===== src/rtl/mem_port_arbiter.sv =====
// Arbiter sharing one fixed-latency single-port memory between instruction fetch and
// the data stage: one transaction in flight, data priority bounded by a streak limit.
module mem_port_arbiter #(
  parameter int MEM_LATENCY = 1,
  parameter int STREAK_MAX  = 4
) (
  input  logic        clk,
  input  logic        rst,
  input  logic        if_req,
  input  logic [31:0] if_addr,
  output logic        if_ack,
  output logic [31:0] if_rdata,
  output logic        if_stall,
  input  logic        d_req,
  input  logic        d_we,
  input  logic [1:0]  d_size,
  input  logic [31:0] d_addr,
  input  logic [31:0] d_wdata,
  output logic        d_ack,
  output logic [31:0] d_rdata,
  output logic        d_stall,
  output logic        mem_en,
  output logic        mem_we,
  output logic [1:0]  mem_size,
  output logic [31:0] mem_addr,
  output logic [31:0] mem_wdata,
  input  logic [31:0] mem_rdata
);

  localparam int LAT_W = $clog2(MEM_LATENCY + 1);
  localparam int STK_W = $clog2(STREAK_MAX + 1);
  localparam logic [LAT_W-1:0] LAT_LOAD = LAT_W'(MEM_LATENCY);
  localparam logic [LAT_W-1:0] LAT_ONE  = LAT_W'(1);
  localparam logic [STK_W-1:0] STK_TOP  = STK_W'(STREAK_MAX);
  localparam logic [STK_W-1:0] STK_ONE  = STK_W'(1);

  typedef enum logic [1:0] {S_IDLE, S_ISSUE, S_WAIT, S_RESP} state_t;

  state_t           r_state;
  logic             r_owner_d;
  logic [LAT_W-1:0] r_lat_cnt;
  logic [STK_W-1:0] r_streak;

  logic w_any_req;
  logic w_grant_d;

  assign w_any_req = if_req | d_req;
  // Data wins unless fetch has been passed over STREAK_MAX times in a row.
  assign w_grant_d = d_req & (~if_req | (r_streak != STK_TOP));

  assign if_stall = if_req & ~if_ack;
  assign d_stall  = d_req & ~d_ack;

  always_ff @(posedge clk) begin
    if (rst) begin
      r_state   <= S_IDLE;
      r_owner_d <= 1'b0;
      r_lat_cnt <= '0;
      r_streak  <= '0;
      mem_en    <= 1'b0;
      mem_we    <= 1'b0;
      mem_size  <= 2'b00;
      mem_addr  <= 32'h0;
      mem_wdata <= 32'h0;
      if_ack    <= 1'b0;
      d_ack     <= 1'b0;
      if_rdata  <= 32'h0;
      d_rdata   <= 32'h0;
    end else begin
      mem_en <= 1'b0;
      if_ack <= 1'b0;
      d_ack  <= 1'b0;
      case (r_state)
        S_IDLE: begin
          if (w_any_req) begin
            r_owner_d <= w_grant_d;
            mem_en    <= 1'b1;
            r_state   <= S_ISSUE;
            if (w_grant_d) begin
              mem_we    <= d_we;
              mem_size  <= d_size;
              mem_addr  <= d_addr;
              mem_wdata <= d_wdata;
              if (if_req) begin
                if (r_streak != STK_TOP) r_streak <= r_streak + STK_ONE;
              end else begin
                r_streak <= '0;
              end
            end else begin
              mem_we    <= 1'b0;
              mem_size  <= 2'b10;
              mem_addr  <= if_addr;
              mem_wdata <= 32'h0;
              r_streak  <= '0;
            end
          end
        end
        S_ISSUE: begin
          r_lat_cnt <= LAT_LOAD;
          r_state   <= S_WAIT;
        end
        S_WAIT: begin
          r_lat_cnt <= r_lat_cnt - LAT_ONE;
          // mem_rdata is valid in the cycle where the count sits at one.
          if (r_lat_cnt == LAT_ONE) begin
            r_state <= S_RESP;
            if_ack  <= ~r_owner_d;
            d_ack   <= r_owner_d;
            if (!mem_we) begin
              if (r_owner_d) d_rdata  <= mem_rdata;
              else           if_rdata <= mem_rdata;
            end
          end
        end
        S_RESP: begin
          r_state <= S_IDLE;
        end
        default: r_state <= S_IDLE;
      endcase
    end
  end

  a_ack_exclusive: assert property (@(posedge clk) disable iff (rst) !(if_ack && d_ack));
  a_en_in_issue:   assert property (@(posedge clk) disable iff (rst) mem_en |-> (r_state == S_ISSUE));

endmodule


===== config.mk =====
export PLATFORM = sky130hd
export DESIGN_NAME = mem_port_arbiter
export DESIGN_NICKNAME = d
export VERILOG_FILES = /design/src/rtl/mem_port_arbiter.sv
export SDC_FILE = /design/constraint.sdc
export NUM_CORES = 1
export LEC_CHECK = 0
export BUFFER_PORTS_ARGS = -buffer_cell sky130_fd_sc_hd__buf_2
export CORE_MARGIN = 1
export CORE_UTILIZATION = 35
export DETAILED_ROUTE_END_ITERATION = 8
export GPL_ROUTABILITY_DRIVEN = 0
export PLACE_DENSITY_LB_ADDON = 0.08
export SYNTH_ARGS = -nofsm -noshare
export SYNTH_HDL_FRONTEND = slang
export SYNTH_SLANG_ARGS = --single-unit

===== constraint.sdc =====
create_clock -name clk -period 4.7 [get_ports clk]
set_input_delay 0.47 -clock clk [delete_from_list [all_inputs] [get_ports clk]]
set_output_delay 0.47 -clock clk [all_outputs]
set_load 0.02 [all_outputs]

==> results.txt <==
The first-pass GRT wire length came out at 24,800 microns. The worst register-to-register path ends at mem_wdata[1]. The final instance area is 0.00723 sq mm. The TritonCTS clock tree is built.

The tool flagged a number of max-cap violations equal to 0. Summing the sequential cell areas from Yosys gives 53.7% of the chip area. The hold violation count in the final report came out at 0.

The vertical extent of the die is 125 microns. The starting density of the core came out at 36.0%. The detailed router placed 5,162 vias in this run. Synthesis produced a netlist whose cell count is 600. The number of diodes is 0.

For this run, the slowest stage of the critical path takes 0.65 ns. The layout filler cell count is 1,451. STA puts the critical path data arrival time at 2.06 ns.

Measured against its own limit, the worst slew margin works out to 18.5%. The instance count along the most critical hold path came out at 2. The via count of the first global-routing pass came to 4,924. The final setup violation count came out at 0. The final critical path time including I/O delays and setup came out at 2.53 ns. After synthesis the cells add up to 0.00526 sq mm. Gates resized during post-CTS repair numbered 0. Broken down by cell family, the worst path's largest delay share belongs to buffers and inverters. The run finished with clean final reports.

The post-route fraction of the period consumed by the critical path came out at 53.8%. Prior to clock tree synthesis, the placed netlist has a worst setup slack of 1.96 ns. STA classifies the critical path startpoint as an input port.

The cell that appears most often on the critical path is buf_2. The largest voltage drop on the vdd net came out at 244 uV. The clock edge transition at the registers on the reported setup and hold paths is 0.06 ns. The final net count came out at 982. The instance count after placement with tap cells included came out at 1,007. 271 I/O pins were placed. The area growth from synthesis to layout is 37.6%. The startpoint identified for the worst register-to-register timing path is r_state[0]. The HPWL after detailed placement came out at 10,200 microns. Setup repair after global routing left no endpoint under its margin. During placement, the flow inserted port buffers numbering 270. The clock latency on the worst-skew pair came out at 0.42 ns. At the pin with the least slew margin, the transition time is 1.22 ns. In this run the post-CTS setup repair buffer count came out at 0. Counting flops and latches in the post-synthesis netlist gives 141. The maximum root-to-sink buffer count is 2. The top cell type by area accounts for 53.7% of the synthesized area.

The worst-path cell with the longest stage delay is inv_1. The worst clock skew on the final layout is 0.00753 ns. The distinct cell type count after synthesis is 35.

The power per cell area came out at 517 mW/mm^2. The final number of max-transition violations came out at 0. The floorplan step defined a die boundary enclosing 0.0155 sq mm. The all-layer global routing usage is 20.0%.

Adding up every negative setup slack in the final design gives 0 ns. The path type of the worst min-delay path is in -> reg. The number of sinks handled by clock tree synthesis is 141. The detail route stage leaves a number of antenna-violating nets equal to 0. Overall power consumption after layout is estimated at 3.74 mW. In the post-synthesis netlist, the biggest area contributors are dfxtp_1 54%, nand2_1 9.3%, a21oi_1 6.4%.

Along the worst path, the maximum fanout reaches 38. The buffer cell driving the clock tree root is clkbuf_16. The number of antenna violations at the first check in global routing came out at 0. The H-tree level count is 4. The top cell types in the final layout, fill and taps aside, are 269 x buf_2, 141 x dfxtp_1, 130 x nand2_1. The count of unresolved DRC violations after routing came out at 0. The pre-antenna-repair detailed-routing pass consisted of 4 iterations.

The count of buffering cells on the critical path with inverters included came out at 3. Yosys printed 0 warnings. Traced cell by cell, the critical path runs through buf_2 -> inv_1 -> nor2_1 -> buf_2. The total routed wirelength came out at 15,200 microns. The x dimension of the die is 125 microns.

The average instance in the mapped netlist occupies 8.76 sq um. For hold timing, the worst endpoint is mem_wdata[26]. The clock buffer count from CTS is 17. The synthesized netlist net count came out at 740. The largest total area in the synthesized netlist belongs to dfxtp_1.

The wire length per cell after detailed routing came out at 14.7 microns. Summed over all cells, the static leakage comes to 3.27 nW. The share of the core filled with cells is 49.6%. Once placement finished, the instance area stood at 0.00667 sq mm. The startpoint identified for the worst hold timing path is d_wdata[26]. The number of cells on the critical path came out at 4. The post-detailed-route via-to-cell ratio came out at 4.97. The starting DRC count in detailed routing came out at 360. The achievable frequency is 0.396 GHz. The reg-to-reg setup timing slack is 2.32 ns. The floorplan core area came out at 0.0146 sq mm.

The worst setup path is of the in -> out kind. The hold buffer count at CTS is 0. The row count is 44. The number of standard cells in the final layout excluding fillers is 1,039. The share of cells above drive strength 1 came out at 37.1%. The type of destination of the critical path is a primary output. At the worst endpoint, the required time is 4.23 ns.

The final hold slack came out at 0.265 ns. Leaving out fill and tap cells, the most frequent cell in the layout is buf_2. The total global routing overflow came out at 0. The logic depth of the worst register-to-register path is 6. The maximum number of pins on one net before global-route repair came out at 71. The smallest setup slack after layout is 2.17 ns.
-- report_power, final --
| group | total (mW) | internal (mW) | switching (mW) |
|---|---|---|---|
| clock network | 1.26 | 0.766 | 0.494 |
| logic | 0.971 | 0.353 | 0.618 |
| registers | 1.51 | 1.40 | 0.110 |
| total | 3.74 | 2.52 | 1.22 |
-- flip-flops by register name, indices dropped and copies added, names as in the netlist --
signal     flops
d_rdata       32
mem_en         1
mem_we         1
d_ack          1
r_owner_d      1
if_rdata      32
r_streak       3
mem_wdata     32
mem_addr      32
mem_size       2
r_state        2
r_lat_cnt      1
if_ack         1
-- worst reg2reg max path: cells and delay by family, from the launching register on --
kind            cells  cell delay [ns]
fa+ha+maj           1             0.29
simple gates        1             0.03
compound gates      2             1.27
buf+inv             2             0.38
flops               1             0.31
-- routing by layer --
layer,vias to the layer above,track usage [%],part of all wire [%],wire (microns)
met5,-,0,0,0
met4,0,8.58,1.8,282
met3,20,4.73,6.3,956
met2,205,32.0,47,7130
met1,2356,25.7,45,6880
li1,2581,-,-,-
-- layout make-up --
cell class                      count  area [sq um]  share of cell area (%)
Tap cell                          184           230                    3.18
Clock buffer                       22           474                    6.56
Timing Repair Buffer              278          1410                    19.6
Sequential cell                   141          2820                    39.0
Inverter                            5          18.8                   0.260
Multi-Input combinational cell    399          2180                    30.1
Clock inverter                     10          90.1                    1.25
-- how the worst max path moves through the flow --
stage               startpoint           end  slack, ns
floorplan               if_req   r_streak[0]       3.02
global placement         d_req   r_streak[1]       1.99
detailed placement       d_req  mem_wdata[2]       1.96
CTS                      d_req       d_stall       2.17
global route             d_req       d_stall       1.95
finish                   d_req       d_stall       2.17
-- cell usage after synthesis (all sizes together) --
master   count
dfxtp      141
nand2      130
a21oi       67
clkbuf      40
nor2        39
nand3       35
a22o        34
o21ai       34
a311oi      32
buf         15
ha           5
inv          5
nor3         3
nor3b        2
nor4b        2
a211oi       1
a21o         1
a31o         1
a32o         1
a32oi        1
and3         1
and3b        1
and4b        1
nand2b       1
nand4b       1
nand4bb      1
nor2b        1
nor4bb       1
o211ai       1
o21a         1
or3b         1
-- cell families after synthesis --
family,after synthesis,share of synthesized area (%)
simple gates,220,18.1
compound gates,174,21.8
flops,141,53.7
buf+inv,60,5.17
fa+ha+maj,5,1.19
Power figures use the tool's default switching activity.
